$ cat src/rtl/kudu_sim_ctrl.sv
`default_nettype none
// ============================================================================
// Module   : kudu_sim_ctrl
// Purpose  : Memory-mapped simulation-control responder. Decodes core stores
//            to a four-register window and drives the stats collector's
//            start_stop toggle pulse and print_req level, mirrors the
//            collector's count window in a cycle counter, and sequences a
//            clean simulation exit (stop counting, print, signal done).
// Revision : 1.0 - initial release
// ============================================================================
module kudu_sim_ctrl #(
  parameter int unsigned PRINT_HOLD = 4
) (
  input  logic        clk_i,
  input  logic        rst_ni,
  input  logic        req_i,
  input  logic        we_i,
  input  logic [3:0]  addr_i,
  input  logic [31:0] wdata_i,
  output logic        gnt_o,
  output logic        rvalid_o,
  output logic [31:0] rdata_o,
  output logic        start_stop_o,
  output logic        print_req_o,
  output logic        sim_done_o,
  output logic [7:0]  sim_code_o
);

  typedef enum logic [2:0] {
    ST_IDLE      = 3'd0,
    ST_PRINT_HI  = 3'd1,
    ST_PRINT_GAP = 3'd2,
    ST_STOP_WAIT = 3'd3,
    ST_DONE      = 3'd4
  } state_t;

  localparam logic [1:0] REG_CTRL    = 2'd0;
  localparam logic [1:0] REG_CYCLES  = 2'd1;
  localparam logic [1:0] REG_EXIT    = 2'd2;
  localparam logic [1:0] REG_SCRATCH = 2'd3;

  // Hold counter counts down from PRINT_HOLD-1 to 0 while print_req is high.
  localparam int unsigned       HOLD_W    = (PRINT_HOLD > 1) ? $clog2(PRINT_HOLD) : 1;
  localparam logic [HOLD_W-1:0] HOLD_LAST = HOLD_W'(PRINT_HOLD - 1);

  state_t             state;
  logic [HOLD_W-1:0]  hold_cnt;
  logic               exit_pending;
  logic               exit_stage;
  logic               enabled;
  logic [31:0]        cycles;
  logic [31:0]        scratch;

  logic [1:0]         reg_sel;
  logic               wr_acc;
  logic               rd_acc;
  logic               ctrl_wr;
  logic               cycles_wr;
  logic               exit_wr;
  logic               scratch_wr;
  logic               cmd_ok;
  logic               start_ok;
  logic               stop_ok;
  logic               print_ok;
  logic               exit_ok;
  logic               busy;
  logic [31:0]        rd_mux;
  logic               unused_addr;

  // Only word offsets are decoded; the byte-lane bits are deliberately ignored.
  assign reg_sel     = addr_i[3:2];
  assign unused_addr = ^addr_i[1:0];

  // The responder never stalls the bus.
  assign gnt_o = req_i;

  assign busy = (state != ST_IDLE);

  // Decode the bus access into per-register strobes and command qualifiers.
  always_comb begin
    wr_acc     = req_i & we_i;
    rd_acc     = req_i & ~we_i;
    ctrl_wr    = wr_acc && (reg_sel == REG_CTRL);
    cycles_wr  = wr_acc && (reg_sel == REG_CYCLES);
    exit_wr    = wr_acc && (reg_sel == REG_EXIT);
    scratch_wr = wr_acc && (reg_sel == REG_SCRATCH);
    // Commands are only honoured when nothing is in flight and no exit waits.
    cmd_ok     = (state == ST_IDLE) && !exit_pending;
    // START and STOP together cancel out; each only acts if it changes state.
    start_ok   = ctrl_wr && cmd_ok && wdata_i[0] && !wdata_i[1] && !enabled;
    stop_ok    = ctrl_wr && cmd_ok && wdata_i[1] && !wdata_i[0] &&  enabled;
    print_ok   = ctrl_wr && cmd_ok && wdata_i[2];
    // The first EXIT code wins; nothing is accepted once the run is over.
    exit_ok    = exit_wr && !exit_pending && (state != ST_DONE);
  end

  // Select the read-back value for the addressed register.
  always_comb begin
    rd_mux = 32'd0;
    case (reg_sel)
      REG_CTRL:    rd_mux = {29'd0, exit_pending, busy, enabled};
      REG_CYCLES:  rd_mux = cycles;
      REG_EXIT:    rd_mux = {24'd0, sim_code_o};
      REG_SCRATCH: rd_mux = scratch;
      default:     rd_mux = 32'd0;
    endcase
  end

  // Sequencer for print and exit handshakes with registered collector controls.
  always_ff @(posedge clk_i or negedge rst_ni) begin
    if (!rst_ni) begin
      state        <= ST_IDLE;
      hold_cnt     <= '0;
      exit_pending <= 1'b0;
      exit_stage   <= 1'b0;
      start_stop_o <= 1'b0;
      print_req_o  <= 1'b0;
      sim_done_o   <= 1'b0;
      sim_code_o   <= 8'd0;
    end else begin
      // start_stop is a single-cycle pulse unless a branch below re-asserts it.
      start_stop_o <= 1'b0;

      if (exit_ok) begin
        exit_pending <= 1'b1;
        sim_code_o   <= wdata_i[7:0];
      end

      case (state)
        ST_IDLE: begin
          if (exit_pending) begin
            state        <= ST_STOP_WAIT;
            start_stop_o <= enabled;
          end else begin
            start_stop_o <= start_ok | stop_ok;
            if (print_ok) begin
              state       <= ST_PRINT_HI;
              print_req_o <= 1'b1;
              hold_cnt    <= HOLD_LAST;
            end
          end
        end

        ST_PRINT_HI: begin
          if (hold_cnt == '0) begin
            state       <= ST_PRINT_GAP;
            print_req_o <= 1'b0;
          end else begin
            hold_cnt <= hold_cnt - HOLD_W'(1);
          end
        end

        // One low cycle guarantees the collector sees a fresh rising edge.
        ST_PRINT_GAP: begin
          if (exit_stage) begin
            state      <= ST_DONE;
            sim_done_o <= 1'b1;
          end else if (exit_pending) begin
            state        <= ST_STOP_WAIT;
            start_stop_o <= enabled;
          end else begin
            state <= ST_IDLE;
          end
        end

        // Counting is stopped (if running); the final dump follows.
        ST_STOP_WAIT: begin
          state        <= ST_PRINT_HI;
          print_req_o  <= 1'b1;
          hold_cnt     <= HOLD_LAST;
          exit_pending <= 1'b0;
          exit_stage   <= 1'b1;
        end

        ST_DONE: begin
          state <= ST_DONE;
        end

        default: begin
          state <= ST_IDLE;
        end
      endcase
    end
  end

  // Count-enable mirror, cycle counter, scratch register and bus response.
  always_ff @(posedge clk_i or negedge rst_ni) begin
    if (!rst_ni) begin
      enabled  <= 1'b0;
      cycles   <= 32'd0;
      scratch  <= 32'd0;
      rvalid_o <= 1'b0;
      rdata_o  <= 32'd0;
    end else begin
      // The collector toggles on every pulse, so the mirror does too.
      enabled <= enabled ^ start_stop_o;

      // A software clear wins over the increment in the same cycle.
      if (cycles_wr) begin
        cycles <= 32'd0;
      end else if (enabled) begin
        cycles <= cycles + 32'd1;
      end

      if (scratch_wr) begin
        scratch <= wdata_i;
      end

      rvalid_o <= req_i;
      rdata_o  <= rd_acc ? rd_mux : 32'd0;
    end
  end

endmodule
`default_nettype wire

$ cat config.mk
export PLATFORM = sky130hd
export DESIGN_NAME = kudu_sim_ctrl
export DESIGN_NICKNAME = d
export VERILOG_FILES = /design/src/rtl/kudu_sim_ctrl.sv
export SDC_FILE = /design/constraint.sdc
export NUM_CORES = 1
export LEC_CHECK = 0
export BUFFER_PORTS_ARGS = -buffer_cell sky130_fd_sc_hd__clkbuf_2
export CORE_MARGIN = 2
export CORE_UTILIZATION = 60
export CTS_CLUSTER_DIAMETER = 150
export CTS_CLUSTER_SIZE = 16
export DETAILED_ROUTE_END_ITERATION = 16
export PLACE_DENSITY = 0.84
export SLEW_MARGIN = 20
export SYNTH_ARGS = -nofsm -noshare
export SYNTH_HDL_FRONTEND = slang
export SYNTH_SLANG_ARGS = --single-unit
$ cat constraint.sdc
create_clock -name clk_i -period 5.04 [get_ports clk_i]
set_input_delay 0.756 -clock clk_i [delete_from_list [all_inputs] [get_ports clk_i]]
set_output_delay 0.756 -clock clk_i [all_outputs]
set_load 0.02 [all_outputs]
==> results of run 1 <==
==> cell usage after synthesis, types with 3 or more instances <==
cell | count | area share [%]
a21oi_1 | 16 | 1.6
a22oi_1 | 6 | 0.87
and2_1 | 3 | 0.36
and3_1 | 3 | 0.36
and4_1 | 5 | 0.85
buf_2 | 4 | 0.39
clkbuf_1 | 18 | 1.3
dfrtp_1 | 116 | 56
inv_1 | 8 | 0.58
mux2_1 | 38 | 8.3
mux2_2 | 7 | 1.5
mux2i_1 | 27 | 5.3
nand2_1 | 19 | 1.4
nand3_1 | 11 | 1.1
nand4_1 | 11 | 1.3
nor2_1 | 55 | 4.0
nor2b_1 | 6 | 0.73
nor4_1 | 5 | 0.61
o21ai_0 | 3 | 0.29
o21ai_1 | 3 | 0.29
o31ai_1 | 14 | 2.0
or3_1 | 3 | 0.36
or4_1 | 13 | 1.9
xnor2_1 | 9 | 1.5
xor2_1 | 6 | 1.0
==> state kept, by name, indices dropped and copies added (netlist names) <==
signal and cells:
cycles 32, enabled 1, exit_pending 1, exit_stage 1, hold_cnt 2, print_req_o 1
rdata_o 32, rvalid_o 1, scratch 32, sim_code_o 8, sim_done_o 1, start_stop_o 1
state 3
==> power breakdown <==
part	total (mW)	switching, mW	leakage (nW)	internal (mW)
logic	0.503	0.269	1.13	0.234
registers	1.26	0.161	1.50	1.10
clock network	1.20	0.422	0.281	0.780
==> cell families (layout without fill, tap and decap cells) <==
kind of cell	after synthesis	count (layout)	synth area share, %
AND/OR/NAND/NOR	146	146	15.02
multiplexers	74	74	15.97
buffers and inverters	32	128	2.649
XOR/XNOR	15	15	2.552
adder cells (fa/ha/maj)	2	2	0.4861
AO/OA/AOI/OAI	54	54	6.928
flip-flops	116	116	56.39
==> metal layers <==
| layer | GRT usage [%] | vias up | part of all wire, % |
|---|---|---|---|
| met2 | 43.00 | 138 | 51 |
| met5 | 0 | - | 0 |
| met4 | 9.209 | 0 | 1.6 |
| met3 | 6.720 | 18 | 5.5 |
| met1 | 32.13 | 1927 | 42 |
| li1 | - | 1763 | - |
==> worst paths after layout <==
kind | endpoint | slack, ns | cells after the start
max reg2reg | cycles[29] | 2.86 | 4
max in group asynchronous | scratch[3] | 3.82 | 2
min in group clk_i | scratch[8] | 0.45 | 2
max | cycles[29] | 2.86 | 4
min | scratch[26] | 0.26 | 1
min reg2reg | print_req_o | 0.47 | 2
==> worst reg2reg max path, stage by stage (launching register included) <==
cell,delay [ns]
dfrtp_1,0.62
and4_1,0.40
nand4_1,0.34
or4_1,0.58
a21oi_1,0.16
==> cell type report <==
class | count | area (µm²)
clock buffer | 21 | 449.2
multi-input combinational | 291 | 2111
clock inverter | 11 | 151.4
sequential | 116 | 2903
fill | 537 | 2017
timing repair buffer | 88 | 465.4
inverter | 8 | 30.03
tap | 105 | 131.4
==> stage by stage <==
stage          power, mW  std cells  worst slack (ns)  utilization, %
5_1_grt            3.114        640             2.682           75.58
3_5_place_dp       1.762        607             2.511           68.12
3_3_place_gp       1.722        607             2.573           68.12
4_1_cts            2.984        639             2.861           75.39
2_1_floorplan      1.584        439             2.895               -
6_report           2.963        640             2.861           75.58
==> results by group, run 1 <==
Global route
  • Global route overflow: 0
  • First-pass GRT wire length: just under 20,000 µm
  • Largest net degree at the start of global routing: 82
  • Number of global-route vias before repair: between 3,000 and 4,000
  • Initial antenna violation count: 0
  • Gr usage total: between 20% and 30%

Worst setup path
  • Crit. End Element: flip-flop
  • Crit path launch: enabled
  • Critical Path RT: 5.47 ns
  • Critical Path Start Type: flip-flop
  • Crit-path slowest cell: dfrtp_1
  • Crit Path Max Fanout: 12
  • WP buf/inv: 0
  • Setup CP Type: reg2reg
  • Max stage delay on crit path: between 0.6 and 0.7 ns
  • Cells along the critical path: and4_1 > nand4_1 > or4_1 > a21oi_1
  • Worst R2R Start: enabled
  • CP top delay family: simple AND/OR/NAND/NOR gates
  • CP Data Arrival Time: 2.61 ns

Place
  • Routability cong.: between 0.8 and 0.9
  • Port Buffer Count: between 80 and 90
  • Area after DPL: ~5600 µm²
  • Post-detail-place hpwl: ~7000 µm

Layout
  • Nets@finish: roughly 560
  • Antenna diode count: 0
  • Share of cells above drive strength 1: about a quarter
  • Most frequent cells in the layout: dfrtp_1, clkbuf_2, nor2_1
  • Design area: approximately 6200 µm²
  • Most common cell after layout, fill and taps aside: dfrtp_1
  • Area grow syn2layout: 21.24%

Floorplan
  • Initial Util: between 60% and 70%
  • Core Region: about 8300 µm²
  • Row count: 33
  • Die H: just under 100 µm
  • Die width: ~97 µm
  • Die Area: slightly above 9000 µm²
  • Io pins: 85

Timing
  • Post-layout min period: ~2.2 ns
  • Setup TNS: 0 ns
  • Slew @ Worst Pin: just over 0.7 ns
  • Slew Limit Fails: 0
  • Ratio of final minimum period to clock period: between 40 and 50%
  • Final setup violation count: 0
  • RSZ-0062 raised after global routing: no
  • Hold WS: 0.2568 ns
  • Slew HR: roughly 52%
  • Clk_skew: ~0.010 ns
  • Final hold violations: 0
  • Highest clock rate: between 400 and 500 MHz

Logic synthesis
  • Synth Register Bits: 116
  • Main synth FF type: dfrtp_1
  • Yosys cell types: 47
  • Netlist area before placement: around 5100 µm²
  • Async set-or-reset flop fraction in the synthesized netlist: 100.0%
  • Post-Syn Nets: between 400 and 500
  • Seq/Total Area, Yosys: ~56%
  • Synth Area per Inst: around 12 µm²
  • Number of synthesized flops with an enable pin: 0
  • Syn Inst Count: about 440
  • Synth Warn #: 0

Pwr
  • LEAKAGE: about 2.9 nW
  • Peak supply drop: about 340 µV
  • PwrDens: about 470 nW/µm²

Drt
  • Final WL: 10,960 µm
  • Routed Antenna Nets: 0
  • Routed length per instance: ~17 µm
  • DR vias/cell: about 6.0
  • Initial DRC Count: ~170
  • Vias: 3,846
  • Drt first pass iters: 5
  • DRC: 0

Job
  • Max-cap viol count: 0

Clock tree
  • Clock Latency Late Sink: roughly 0.52 ns
  • Clock root buffer: clkbuf_8
  • Post-CTS setup buffer count: 0
  • Sink Count: ~120
  • TritonCTS clock tree: done
  • # hold bufs at CTS: 0
  • Clk slew on worst S/H paths: approximately 0.060 ns
  • CTS H-Tree Depth: 4
  • TritonCTS buffer count: 17
  • Quantity of gates resized following cts: 0
  • CTS Buffer Depth: 2

Min path
  • Type of the tightest min-delay check: in2async

Outcome
  • Status: completed
(Power assumes the default switching activity.)
==> run 2: changes to the inputs <==
--- a/config.mk
+++ b/config.mk
@@ -7,11 +7,11 @@
 export LEC_CHECK = 0
 export BUFFER_PORTS_ARGS = -buffer_cell sky130_fd_sc_hd__clkbuf_2
 export CORE_MARGIN = 2
-export CORE_UTILIZATION = 60
+export CORE_UTILIZATION = 51
 export CTS_CLUSTER_DIAMETER = 150
 export CTS_CLUSTER_SIZE = 16
 export DETAILED_ROUTE_END_ITERATION = 16
-export PLACE_DENSITY = 0.84
+export PLACE_DENSITY = 0.76
 export SLEW_MARGIN = 20
 export SYNTH_ARGS = -nofsm -noshare
 export SYNTH_HDL_FRONTEND = slang
==> constraint.sdc (replaced) <==
create_clock -name clk_i -period 1.96 [get_ports clk_i]
set_input_delay 0.294 -clock clk_i [delete_from_list [all_inputs] [get_ports clk_i]]
set_output_delay 0.294 -clock clk_i [all_outputs]
set_load 0.02 [all_outputs]
==> run 2 against run 1 <==
Compared with the run above: hold slack got worse by 0.23 ns; cell count grew 13%; clock power rose to 2.8 times the previous value; sequential power rose to 2.5 times the previous value; setup slack worse by 2.8 ns; die area grew 17%; register-to-register slack got worse by 2.8 ns; via count is 3.8% higher; design area rose by 9.9%; critical endpoint is now cycles[31].
==> results by group, run 2 (same netlist as run 1, synthesis figures left out) <==
Outcome
  • Status: completed

Timing
  • Final setup violation count: 0
  • Clk_skew: ~0.0063 ns
  • Slew Limit Fails: 0
  • Post-layout min period: roughly 1.9 ns
  • Final hold violations: 0
  • Ratio of final minimum period to clock period: between 90% and 100%
  • Slew HR: between 60% and 70%
  • Setup TNS: 0 ns
  • RSZ-0062 raised after global routing: yes
  • Highest clock rate: about 520 MHz
  • Hold WS: between 0.02 and 0.025 ns
  • Slew @ Worst Pin: 0.4957 ns

Global route
  • First-pass GRT wire length: approximately 20,000 µm
  • Global route overflow: 0
  • Gr usage total: around 23%
  • Number of global-route vias before repair: a little over 4,000
  • Largest net degree at the start of global routing: 46
  • Initial antenna violation count: 0

Drt
  • Routed length per instance: between 15 and 20 µm
  • DR vias/cell: ~5.5
  • Drt first pass iters: 5
  • DRC: 0
  • Initial DRC Count: 132
  • Vias: approximately 4,000
  • Routed Antenna Nets: 0
  • Final WL: approximately 12,000 µm

Pwr
  • Design Power: approximately 8.0 mW
  • P_int: around 6 mW
  • Net Switching: ~2.1 mW
  • LEAKAGE: roughly 3.2 nW
  • Logic pwr share: 18.4%
  • Net Sw Frac: between 20% and 30%
  • Peak supply drop: 887.8 µV
  • Clock power share: between 40% and 50%
  • Flop pwr share: roughly 40%
  • PwrDens: ~1200 nW/µm²

Layout
  • Largest regs: cycles: 32 flops, rdata_o: 32 flops, scratch: 32 flops
  • Most common cell after layout, fill and taps aside: dfrtp_1
  • Share of cells above drive strength 1: ~28%
  • Final core occ: 70.19%
  • Area grow syn2layout: 33.28%
  • Nets@finish: 620
  • Most frequent cells in the layout: dfrtp_1, clkbuf_2, nor2_1
  • Filler cells: ~700
  • Antenna diode count: 0
  • Fin cells: roughly 720

Floorplan
  • Io pins: 85
  • Initial Util: a little over half
  • Core Region: 9774 µm²
  • Die H: approximately 100 µm
  • Die Area: ~11,000 µm²
  • Row count: 36
  • Die width: 104.5 µm

Clock tree
  • CTS H-Tree Depth: 4
  • Clock root buffer: clkbuf_8
  • Clk slew on worst S/H paths: 0.05 ns
  • TritonCTS buffer count: 17
  • TritonCTS clock tree: done
  • Clock Latency Late Sink: 0.52 ns
  • Sink Count: about 120
  • CTS Buffer Depth: 2

Worst setup path
  • Setup CP Type: reg2reg
  • Crit Path Max Fanout: 10
  • CP Data Arrival Time: 2.36 ns
  • Critical Path Start Type: flip-flop
  • Critical Path RT: between 2 and 2.5 ns
  • Crit. End Element: flip-flop

Place
  • Placed Cells: between 600 and 700
  • Post-detail-place hpwl: around 7500 µm
  • Port Buffer Count: 82
  • Routability cong.: 0.8049

Job
  • Max-cap viol count: 0

Min path
  • Type of the tightest min-delay check: in2reg
-- run 2: changes by cell type in the layout (fill, tap and decap cells not counted), sizes merged --
cell and delta:
inv -1, dlygate4sd3 +29, clkbuf -1, clkinv +2
buf +27, clkinvlp -4, bufinv +3
-- run 2: final timing paths --
kind                               end  cells past startpoint  slack, ns         start
max in group asynchronous  rdata_o[11]                      3       1.05        rst_ni
min reg2reg                    enabled                      1       0.47  start_stop_o
min in group asynchronous  scratch[23]                      2       0.28        rst_ni
max                         cycles[31]                      4       0.05    cycles[17]
min                        scratch[16]                      2       0.02   wdata_i[16]
max reg2reg                 cycles[31]                      4       0.05    cycles[17]
-- run 2: timing repair --
action / 4_1_cts / 5_1_grt
pin swaps: 1 / 3
resized for setup: 0 / 11
setup endpoints to repair: 3 / 18
endpoints found under the hold margin: 64 / 1
hold buffers: 28 / 1
setup buffers: 2 / 3
-- run 2: per-layer routing --
| metal | part of all wire (%) | track usage (%) | up-vias | wire length [µm] |
|---|---|---|---|---|
| met5 | 0 | 0 | - | 0 |
| met4 | 0.89 | 6.564 | 0 | 104 |
| met3 | 5.4 | 7.957 | 8 | 629 |
| met2 | 51 | 38.24 | 136 | 5965 |
| met1 | 42 | 28.99 | 1984 | 4937 |
| li1 | - | - | 1863 | - |
-- run 2: final cells by class --
type / instances / area, µm² / share of cell area (%)
Tap cell: 133 / 166.4 / 2.426
Clock buffer: 20 / 445.4 / 6.493
Clock inverter: 11 / 205.2 / 2.991
Inverter: 8 / 30.03 / 0.4377
Timing Repair Buffer: 144 / 963.4 / 14.04
Multi-Input combinational cell: 291 / 2146 / 31.28
Sequential cell: 116 / 2904 / 42.33
-- run 2: critical path, cell delays in order (launching register included) --
cell and delay, ns:
dfrtp_1 0.37, nand4_1 0.17, or4b_4 0.59, or4_1 0.55
a21oi_2 0.16
-- run 2: power groups by stage --
| stage | Combinational, mW | Sequential, mW | Clock [mW] |
|---|---|---|---|
| after floorplan | 0.818 | 3.26 | 0 |
| after global placement | 1.37 | 3.16 | 0 |
| after detailed placement | 1.42 | 3.19 | 0 |
| after CTS | 1.49 | 3.16 | 3.46 |
| after global routing | 1.63 | 3.22 | 3.59 |
| final | 1.47 | 3.16 | 3.40 |
-- run 2: through the flow --
step / setup slack (ns) / instance area (µm²)
4_1_cts: 0.03636 / 6792
2_1_floorplan: 0.03172 / 5147
6_report: 0.04761 / 6860
5_1_grt: -0.04784 / 6860
3_5_place_dp: 0.005137 / 5846
3_3_place_gp: 0.09439 / 5846
==> run 3: changes to the inputs <==
--- a/config.mk
+++ b/config.mk
@@ -11,7 +11,7 @@
 export CTS_CLUSTER_DIAMETER = 150
 export CTS_CLUSTER_SIZE = 16
 export DETAILED_ROUTE_END_ITERATION = 16
-export PLACE_DENSITY = 0.76
+export PLACE_DENSITY = 0.81
 export SLEW_MARGIN = 20
 export SYNTH_ARGS = -nofsm -noshare
 export SYNTH_HDL_FRONTEND = slang
==> run 3 against run 2 <==
Compared with the run above: the run now ends with setup timing left; setup slack lost 0.049 ns; fmax is 2.5% lower; critical path type unchanged; routed wire length fell by 0.68%; power shrank 4.6%; critical endpoint is now cycles[27]; combinational power about the same.
==> results by group, run 3 (same netlist as run 1, synthesis figures left out) <==
Outcome
  • Status: finished with violations
  • Failing checks: setup timing

Clock tree
  • Clk slew on worst S/H paths: 0.05 ns
  • Clock Latency Late Sink: between 0.5 and 0.6 ns
  • Sink Count: between 100 and 150
  • CTS Buffer Depth: 2
  • CTS H-Tree Depth: 4
  • Clock root buffer: clkbuf_8
  • TritonCTS buffer count: 17
  • TritonCTS clock tree: done

Place
  • Place WS: 0.03037 ns
  • Area after DPL: 5861 µm²
  • Post-detail-place hpwl: ~7500 µm
  • Routability cong.: roughly 0.82
  • Placed Cells: 660
  • Port Buffer Count: 82

Worst setup path
  • Worst R2R Start: cycles[14]
  • R2r endpoint: cycles[27]
  • Critical Path Start Type: flip-flop
  • R2R cell count: 4
  • Crit Path Max Fanout: 11
  • CP Data Arrival Time: ~2.4 ns
  • Setup CP Type: reg2reg
  • Reg-to-reg slack, setup: -0.002 ns
  • Critical Path RT: 2.39 ns
  • Crit. End Element: flip-flop

Layout
  • Largest regs: cycles: 32 flops, rdata_o: 32 flops, scratch: 32 flops
  • Most common cell after layout, fill and taps aside: dfrtp_1
  • Share of cells above drive strength 1: 29.27%
  • Register area: around 2900 µm²
  • Fin cells: between 700 and 800
  • Multi-input gate area: 2148 µm²
  • Filler cells: 710
  • Area grow syn2layout: 29.02%
  • Antenna diode count: 0
  • Design area: 6641 µm²
  • Nets@finish: 605
  • Most frequent cells in the layout: dfrtp_1, clkbuf_2, nor2_1

Drt
  • DRC: 0
  • Routed Antenna Nets: 0
  • Final WL: approximately 12,000 µm
  • DR vias/cell: roughly 5.6
  • Vias: between 3,000 and 4,000
  • Routed length per instance: approximately 16 µm
  • Initial DRC Count: around 190
  • Drt first pass iters: 4

Global route
  • Gr usage total: ~22%
  • First-pass GRT wire length: just under 20,000 µm
  • Number of global-route vias before repair: about 4,000
  • Initial antenna violation count: 0
  • Largest net degree at the start of global routing: 48
  • Global route overflow: 0

Pwr
  • Net Switching: 2.170 mW
  • LEAKAGE: 3.102 nW
  • Logic pwr share: approximately a fifth
  • P_int: roughly 5.5 mW
  • Peak supply drop: approximately 800 µV
  • Flop pwr share: slightly above 40%
  • Clock power share: 39.2%
  • Net Sw Frac: about 28%
  • PwrDens: 1154 nW/µm²

Timing
  • Clk_skew: just over 0.008 ns
  • Highest clock rate: a little over 500 MHz
  • Final hold violations: 0
  • RSZ-0062 raised after global routing: yes
  • Hold WS: about 0.006 ns
  • Slew Limit Fails: 0
  • Slew HR: roughly 65%
  • Post-layout min period: slightly below 2 ns
  • Slew @ Worst Pin: between 0.5 and 0.6 ns
  • Ratio of final minimum period to clock period: 100.1%
  • Worst setup margin: -0.001854 ns
  • Final setup violation count: 1

Floorplan
  • Die H: ~100 µm
  • Io pins: 85
  • Initial Util: 52.66%
  • Row count: 36
  • Die width: 104.5 µm
  • Core Region: 9774 µm²
  • Die Area: approximately 11,000 µm²

Job
  • Max-cap viol count: 0

Min path
  • HP Start: wdata_i[26]
  • Type of the tightest min-delay check: in2reg
  • Hold depth: 2
  • Hold endpoint: scratch[26]
==> run 3: layout make-up <==
type | count | share of cell area [%]
Clock inverter | 10 | 1.997
Timing Repair Buffer | 129 | 12.25
Sequential cell | 116 | 43.75
Tap cell | 133 | 2.506
Multi-Input combinational cell | 291 | 32.35
Clock buffer | 20 | 6.707
Inverter | 8 | 0.4521
==> run 3: per-layer routing <==
metal  share of wire (%)  GRT usage (%)  wire length (µm)  up-vias
met2                  50          37.35              5833      130
met1                  43          28.05              4996     1948
li1                    -              -                 -     1833
met5                   0              0                 0        -
met4                 1.3          6.660               152        0
met3                 5.0          6.078               576       18
==> run 3: power by group through the flow <==
stage          Clock, mW  Sequential [mW]  Combinational, mW
5_1_grt             3.17             3.22               1.63
4_1_cts             3.04             3.16               1.49
2_1_floorplan          0             3.26              0.818
3_3_place_gp           0             3.15               1.39
6_report            3.00             3.17               1.49
3_5_place_dp           0             3.18               1.45
==> run 3: what timing repair did <==
| item | CTS | global route |
|---|---|---|
| buffers inserted | 0 | 3 |
| hold endpoints to repair | 49 | 2 |
| hold buffers | 12 | 2 |
| setup endpoints to repair | 0 | 23 |
| gates resized for setup | 0 | 12 |
==> run 3: how the worst max path moves through the flow <==
| stage | cells after the start | slack (ns) | endpoint | start |
|---|---|---|---|---|
| 2_1_floorplan | 5 | 0.03 | cycles[27] | cycles[7] |
| 3_3_place_gp | 4 | 0.09 | cycles[29] | cycles[9] |
| 3_5_place_dp | 4 | 0.03 | cycles[29] | cycles[9] |
| 4_1_cts | 4 | 0.0005 | cycles[29] | cycles[9] |
| 5_1_grt | 4 | -0.04 | cycles[27] | cycles[9] |
| 6_report | 4 | -0.002 | cycles[27] | cycles[14] |
==> run 3: worst max-delay path, cell delays in order (launching register included) <==
cell and delay, ns:
dfrtp_1 0.39, nand2_1 0.14, or4b_4 0.62, or4_1 0.57, a21oi_2 0.16
==> run 3: stage by stage <==
step / util, % / power, mW / TNS [ns]
2_1_floorplan: - / 4.074 / 0
3_3_place_gp: 59.96 / 4.538 / 0
3_5_place_dp: 59.96 / 4.628 / 0
4_1_cts: 67.10 / 7.686 / 0
5_1_grt: 67.95 / 8.027 / -0.06816
6_report: 67.95 / 7.667 / -0.001854
